<file path="config.mk">
export PLATFORM = sky130hd
export DESIGN_NAME = binary_encoder_83
export DESIGN_NICKNAME = d
export VERILOG_FILES = /design/src/rtl/binary_encoder_83.sv
export SDC_FILE = /design/constraint.sdc
export NUM_CORES = 1
export LEC_CHECK = 0
export ABC_CLOCK_PERIOD_IN_PS = 800
export BUFFER_PORTS_ARGS = -buffer_cell sky130_fd_sc_hd__buf_2
export CAP_MARGIN = 20
export CORE_AREA = 2 2 39 41
export CTS_CLUSTER_SIZE = 14
export DETAILED_ROUTE_END_ITERATION = 10
export DIE_AREA = 0 0 41 43
export SYNTH_ARGS = -nofsm -noshare
export SYNTH_HDL_FRONTEND = slang
export SYNTH_SLANG_ARGS = --single-unit
</file>
<file path="constraint.sdc">
create_clock -name clk -period 0.8 [get_ports clk]
set_input_delay 0.04 -clock clk [delete_from_list [all_inputs] [get_ports clk]]
set_output_delay 0.04 -clock clk [all_outputs]
set_load 0.02 [all_outputs]
</file>
<file path="src/rtl/binary_encoder_83.sv">
// Registered 8-to-3 encoder: one-hot index, highest-set-bit fallback with err on multi-hot.
// Latency 1 cycle; no backpressure, a new sample is accepted every clock.
module binary_encoder_83 (
   input  logic       clk,
   input  logic       rst_n,
   input  logic       En,
   input  logic [7:0] d,
   output logic [2:0] q,
   output logic       valid,
   output logic       err
);

   logic [7:0] d_minus_one;
   logic [7:0] low_cleared;
   logic       any_set;
   logic       one_hot;
   logic [2:0] top_idx;

   // Clearing the lowest set bit leaves zero only when at most one bit was set.
   assign d_minus_one = d - 8'd1;
   assign low_cleared = d & d_minus_one;
   assign any_set     = |d;
   assign one_hot     = any_set && (low_cleared == 8'd0);

   always_comb begin
      top_idx = 3'd0;
      for (int i = 0; i < 8; i++) begin
         if (d[i]) begin
            top_idx = i[2:0];
         end
      end
   end

   always_ff @(posedge clk or negedge rst_n) begin
      if (!rst_n) begin
         q     <= 3'd0;
         valid <= 1'b0;
         err   <= 1'b0;
      end else if (En) begin
         q     <= top_idx;
         valid <= any_set;
         err   <= any_set && !one_hot;
      end else begin
         q     <= 3'd0;
         valid <= 1'b0;
         err   <= 1'b0;
      end
   end

endmodule

</file>
==> implementation parameters, run 1 <==
Parameter                              Value

Run status
  Run status ... complete, no violations

Synthesis
  Most instantiated flip-flop cell in the synthesis netlist ... sky130_fd_sc_hd__dfrtp_1
  Area share of the leading cell type in the synthesized netlist ... 0.485
  Most instantiated library cell after synthesis ... sky130_fd_sc_hd__dfrtp_1
  Portion of the post-synthesis area used by sequential elements ... 0.485
  Flip-flop and latch count after synthesis ... 5
  Most frequent cells after synthesis ... sky130_fd_sc_hd__dfrtp_1, sky130_fd_sc_hd__nor2_1, sky130_fd_sc_hd__a21oi_1
  Syn_nets ... 39
  Largest cells by area after synthesis ... sky130_fd_sc_hd__dfrtp_1, sky130_fd_sc_hd__a21oi_1, sky130_fd_sc_hd__a211oi_1
  Summed instance area of the synthesized netlist ... 258 um2
  Synthesized instance count ... 28
  Synth async-reset ratio ... 1.00
  Syn. warnings ... 0
  Count of unique library cells instantiated by Yosys ... 14
  Average size of a mapped cell ... 9.21 um2
  Cell type contributing the most total cell area after synthesis ... sky130_fd_sc_hd__dfrtp_1
  Post-synth EDFFs ... 0

Clocking
  Total setup buffers inserted after CTS ... 0
  CTS clk-pin slew, worst paths ... approximately 0.04 ns
  TritonCTS sink count ... 5
  Deepest clock path buffer count ... 2
  H-tree lvl count ... 1
  CTS Buf Count ... 3
  CTS tree ... done
  Root buffer selected by CTS ... sky130_fd_sc_hd__clkbuf_4

Floorplanning
  DIE WIDTH ... between 40 and 50 um
  Number of top-level design ports ... 16
  Starting density of the core ... 0.186
  Die H ... approximately 43 um
  Site row count ... 14
  Total Die Area ... 0.00176 mm2
  Core area ... 0.00138 mm2

Power and ir drop
  Leakage power figure ... roughly 0.21 nW
  Clock share of power ... 0.401
  Internal Pwr Total ... 0.000531 W
  Logic gate share of total power ... 0.211
  Sequential cell fraction of total power ... 0.388
  Switching power of the nets ... between 0.00015 and 0.0002 W
  Sw Share ... 0.245
  Highest ir drop seen on vdd ... 0.359 mV
  Pwr per Cell Area ... between 1500 and 2000 mW/mm2

Global route
  First-pass GRT wire length ... roughly 770 um
  GR met3 Demand/Resource ... 0.0157
  Maximum number of pins on one net before global-route repair ... 6
  Via count of the first global-routing pass ... approximately 210
  GRT Resource Usage Total ... 0.0674
  Antenna violations before repair ... 0
  Met1 Resource Use GR ... 0.0777
  Met2 GRT Util ... 0.0875
  Most used routing layer in global routing ... met2
  Overflow left after global routing ... 0

Layout
  Count of non-filler cells in the finished layout ... 70
  Relative area change from synthesis to final layout ... 70.9%
  Filler instances ... 152
  Storage cell area ... 125 um2
  Share of layout cells above drive strength 1 ... 0.463
  Multi-input gate area ... 129 um2
  Final core occ ... 0.318
  Number of nets in the layout ... 66
  Total inserted antenna cells ... 0

Worst setup path
  Levels on crit path ... 1
  Critical path startpoint category ... flop
  Library cell contributing the largest single delay on the critical path ... sky130_fd_sc_hd__dfrtp_1
  Data arrival time at the worst-slack endpoint ... ~0.73 ns
  Worst path bufs/invs ... 1
  Critical Path Fanout Max ... 1
  Cell Chain, Critical Path ... buf_2
  Required time of the critical path ... roughly 0.76 ns
  Worst Setup End Kind ... output pin
  Max stage delay on crit path ... around 0.35 ns
  Crit Path Class ... flop to output pin
  Gate family responsible for the most delay along the worst path ... flip-flops

Route
  Routed Antenna Nets ... 0
  Routed WL per cell ... between 7 and 8 um
  Vias ... between 200 and 300
  Initial DRT Pass Iterations ... 4
  Wire length reported by the detailed router ... 541 um
  DRC violations left ... 0
  Initial DRC count ... 2
  Drt via density ... approximately 4.1

Timing
  Tcrit/Tclk final ... 0.966
  Max-slew violation total from the final report ... 0
  Timing-limited maximum frequency ... 1290 MHz
  Transition time of the tightest slew-check pin ... 0.241 ns
  Min cycle time layout ... about 0.77 ns
  Final hold violations ... 0
  Setup repair after global routing missed its margin ... false
  Remaining max-slew budget at the tightest pin ... 0.838
  WHS ... between 0.06 and 0.07 ns
  Final setup violation count ... 0

Placement
  GP Congestion ... roughly 0.7
  Buffers added on ports ... 15
  Post-placement cell count ... 65

Flow run
  Max_cap viols ... 0

Worst hold path
  Hold Path Cell Cnt ... 2
  Tightest Hold Check Type ... input pin to flop
## final cells by class
cell class,count,area share
Clock buffer,4,0.0597
Inverter,1,0.00852
Multi-Input combinational cell,22,0.293
Sequential cell,5,0.284
Tap cell,16,0.0455
Timing Repair Buffer,22,0.310
## power by group through the flow
stage	Sequential, W	Clock (W)	Combinational [W]
after floorplan	0.000298	0	0.0000319
after global placement	0.000276	0	0.000141
after detailed placement	0.000276	0	0.000143
after CTS	0.000272	0.000297	0.000148
after global routing	0.000274	0.000306	0.000165
final	0.000273	0.000282	0.000148
## sequential cells by signal, summed over array words and instances, names as in the netlist
register	flops
q	3
err	1
valid	1
## metal layers
| layer | wire length (um) | vias to the layer above | part of all wire |
|---|---|---|---|
| met2 | 232 | 15 | 0.43 |
| met3 | 76 | 0 | 0.14 |
| met1 | 231 | 117 | 0.43 |
| li1 | - | 152 | - |
| met4 | 0 | 0 | 0 |
| met5 | 0 | - | 0 |
## worst paths after layout
path,start,to,slack [ns]
max in group asynchronous,rst_n,err,0.53
setup / recovery,err,err,0.03
min in group asynchronous,rst_n,q[1],0.14
hold / removal,d[1],valid,0.06
## placed cells by master, fill, tap and decap left out, drive strengths merged
cell	n
a211oi	2
nor4	1
nand2	2
a21boi	2
o21a	2
o21bai	1
buf	21
clkbuf	4
nor3	1
o21ai	3
dfrtp	5
inv	1
a21oi	3
dlygate4sd3	1
nor2b	1
nor2	4
## what timing repair did
item | 4_1_cts | 5_1_grt
gates resized for setup | 0 | 2
hold buffers | 1 | 0
hold endpoints to repair | 5 | 0
endpoints found under the setup margin | 0 | 1
## per-stage QoR
step | setup slack, ns | power (W) | area [um2] | TNS (ns)
final | 0.0274 | 0.000703 | 440 | 0
after global placement | -0.0868 | 0.000417 | 398 | -0.158
after floorplan | 0.103 | 0.000330 | 258 | 0
after global routing | 0.00158 | 0.000744 | 440 | 0
after detailed placement | -0.106 | 0.000419 | 398 | -0.185
after CTS | 0.0144 | 0.000717 | 434 | 0
## logic make-up after synthesis
family	after synthesis	share of synthesized area
AOI/OAI and AO/OA	13	0.320
buffers and inverters	1	0.0145
DFF	5	0.485
and+or+nand+nor	9	0.180
Note: power is estimated with default switching activity, not from simulation.
==> inputs of run 2 (changes only) <==
Settings changed: PLACE_DENSITY_LB_ADDON set to 0.3.
==> run 2 against run 1 <==
Worst hold slack worse by 0.0013 ns. Flip-flop and latch count stayed put. Clock power up 2%. Non-clock buffer count rose by 1. Global-route usage rose by 3.3 points. Combinational power up 13%. Critical path depth did not move. Power increased by 3.8%. Highest routed layer unchanged.
==> implementation parameters, run 2 (synthesized netlist as in run 1, its figures left out) <==
Parameter                              Value

Run status
  Run status ... complete, no violations

Layout
  Largest register FFs ... 3 (unchanged)
  Share of layout cells above drive strength 1 ... 0.473 (+0.00976)
  Filler instances ... 137 (-9.9%)
  Total inserted antenna cells ... 0 (unchanged)
  Storage cell area ... 125 um2 (unchanged)
  Leading cell types in the layout, fill and taps excluded ... sky130_fd_sc_hd__buf_2, sky130_fd_sc_hd__buf_4, sky130_fd_sc_hd__dfrtp_1, sky130_fd_sc_hd__nor2_1, sky130_fd_sc_hd__buf_6
  Multi-input gate area ... 129 um2 (unchanged)
  Final core occ ... 0.337 (+0.0190)
  Relative area change from synthesis to final layout ... 81.1%
  Leading cell type in the layout, fill and taps excluded ... sky130_fd_sc_hd__buf_2
  Largest regs ... q (3), err (1), valid (1)
  Final non-filler cell area ... 467 um2 (+6.0%)
  Number of nets in the layout ... 67 (+1.5%)
  Register name with the most flops ... q

Floorplanning
  Die H ... 43 um (unchanged)
  Starting density of the core ... 0.186 (unchanged)
  DIE WIDTH ... 41 um (unchanged)
  Total Die Area ... 0.00176 mm2 (unchanged)
  Site row count ... 14 (unchanged)
  Number of top-level design ports ... 16 (unchanged)
  Core area ... 0.00138 mm2 (unchanged)

Clocking
  Root buffer selected by CTS ... sky130_fd_sc_hd__clkbuf_4
  H-tree lvl count ... 1 (unchanged)
  CTS Buf Count ... 3 (unchanged)
  Deepest clock path buffer count ... 2 (unchanged)
  CTS clk-pin slew, worst paths ... 0.04 ns (about the same)
  TritonCTS sink count ... 5 (unchanged)
  CTS tree ... done
  Total setup buffers inserted after CTS ... 0 (unchanged)

Timing
  Final setup violation count ... 0 (unchanged)
  Min cycle time layout ... 0.780 ns (+0.00780 ns)
  Timing-limited maximum frequency ... 1280 MHz (-1.0%)
  Tcrit/Tclk final ... 0.976 (+0.00974)
  Max-slew violation total from the final report ... 0 (unchanged)
  Setup repair after global routing missed its margin ... true
  Final hold violations ... 0 (unchanged)
  Transition time of the tightest slew-check pin ... 0.246 ns (+0.00508 ns)
  Remaining max-slew budget at the tightest pin ... 0.834 (-0.00341)

Global route
  First-pass GRT wire length ... 1190 um (+54%)
  Via count of the first global-routing pass ... 297 (+42%)
  Overflow left after global routing ... 0 (unchanged)
  Antenna violations before repair ... 0 (unchanged)
  Maximum number of pins on one net before global-route repair ... 6 (unchanged)
  GRT Resource Usage Total ... 0.100 (+0.0328)

Worst setup path
  Crit Path Class ... flop to output pin
  Required time of the critical path ... 0.76 ns (about the same)
  Worst path bufs/invs ... 1 (unchanged)
  Critical Path Fanout Max ... 1 (unchanged)
  Critical path startpoint category ... flop
  Worst Setup End Kind ... output pin
  Gate family responsible for the most delay along the worst path ... flip-flops
  Max stage delay on crit path ... 0.37 ns (+0.02 ns)
  Cell Chain, Critical Path ... buf_6
  Library cell contributing the largest single delay on the critical path ... sky130_fd_sc_hd__dfrtp_1
  CP Launch Point ... q[2]
  Data arrival time at the worst-slack endpoint ... 0.74 ns (about the same)

Power and ir drop
  Pwr per Cell Area ... 1560 mW/mm2 (-2.1%)
  Total Power ... 0.000730 W (+3.8%)
  Leakage power figure ... 0.222 nW (+4.9%)
  Highest ir drop seen on vdd ... 0.382 mV (+6.4%)

Placement
  Buffers added on ports ... 15 (unchanged)
  Placed inst area ... 405 um2 (+1.9%)
  GP Congestion ... 0.709 (+0.72%)
  HPWL reported at the end of detailed placement ... between 500 and 600 um

Route
  DRC violations left ... 0 (unchanged)
  Routed WL per cell ... 9.54 um (+23%)
  Initial DRC count ... 6 (+4)
  Drt via density ... 4.23 (+4.1%)
  Initial DRT Pass Iterations ... 4 (unchanged)
  Vias ... 300 (+5.6%)
  Routed Antenna Nets ... 0 (unchanged)
  Wire length reported by the detailed router ... 677 um (+25%)

Flow run
  Max_cap viols ... 0 (unchanged)

Worst hold path
  Startpoint of the tightest hold check path ... En
  Tightest Hold Check Type ... input pin to flop
  Hold-critical path endpoint ... err
  Hold Path Cell Cnt ... 3 (+1)
-- run 2: what timing repair did --
item / 4_1_cts / 5_1_grt
endpoints found under the setup margin: 1 / 4
hold endpoints to repair: 5 / 0
hold buffers: 1 / 0
gates resized for setup: 2 / 6
-- run 2: area by class of cell --
type	instances	share of cell area
timing repair buffer	23	0.349
tap	16	0.0429
inverter	1	0.00804
multi-input combinational	22	0.276
sequential	5	0.268
clock buffer	4	0.0563
-- run 2: per-stage QoR --
| step | setup TNS (ns) | hold slack, ns | cells | worst slack [ns] |
|---|---|---|---|---|
| after floorplan | 0 | -0.256 | 28 | 0.103 |
| after global placement | -0.152 | -0.144 | 66 | -0.0779 |
| after detailed placement | -0.189 | -0.140 | 66 | -0.0876 |
| after CTS | 0 | 0.0496 | 71 | 0.00217 |
| after global routing | -0.00967 | 0.0659 | 71 | -0.00701 |
| final | 0 | 0.0593 | 71 | 0.0196 |
-- run 2: worst max-delay path by stage --
stage                end  slack, ns  cells past startpoint
global placement     err      -0.08                      5
CTS                 q[2]      0.002                      1
finish              q[2]       0.02                      1
global route        q[1]     -0.007                      1
detailed placement   err      -0.09                      5
floorplan            err       0.10                      4
-- run 2: report_power, final --
| part | total (W) | internal, W | switching [W] |
|---|---|---|---|
| Sequential | 0.000276 | 0.000269 | 0.00000629 |
| Clock | 0.000287 | 0.000188 | 0.0000989 |
| Combinational | 0.000167 | 0.0000874 | 0.0000795 |
-- run 2: metal layers --
layer	vias up	track usage	routed length, um
li1	155	-	-
met1	130	0.137	303
met2	15	0.131	317
met3	0	0.0157	56
met4	0	0.0800	0
met5	-	0	0
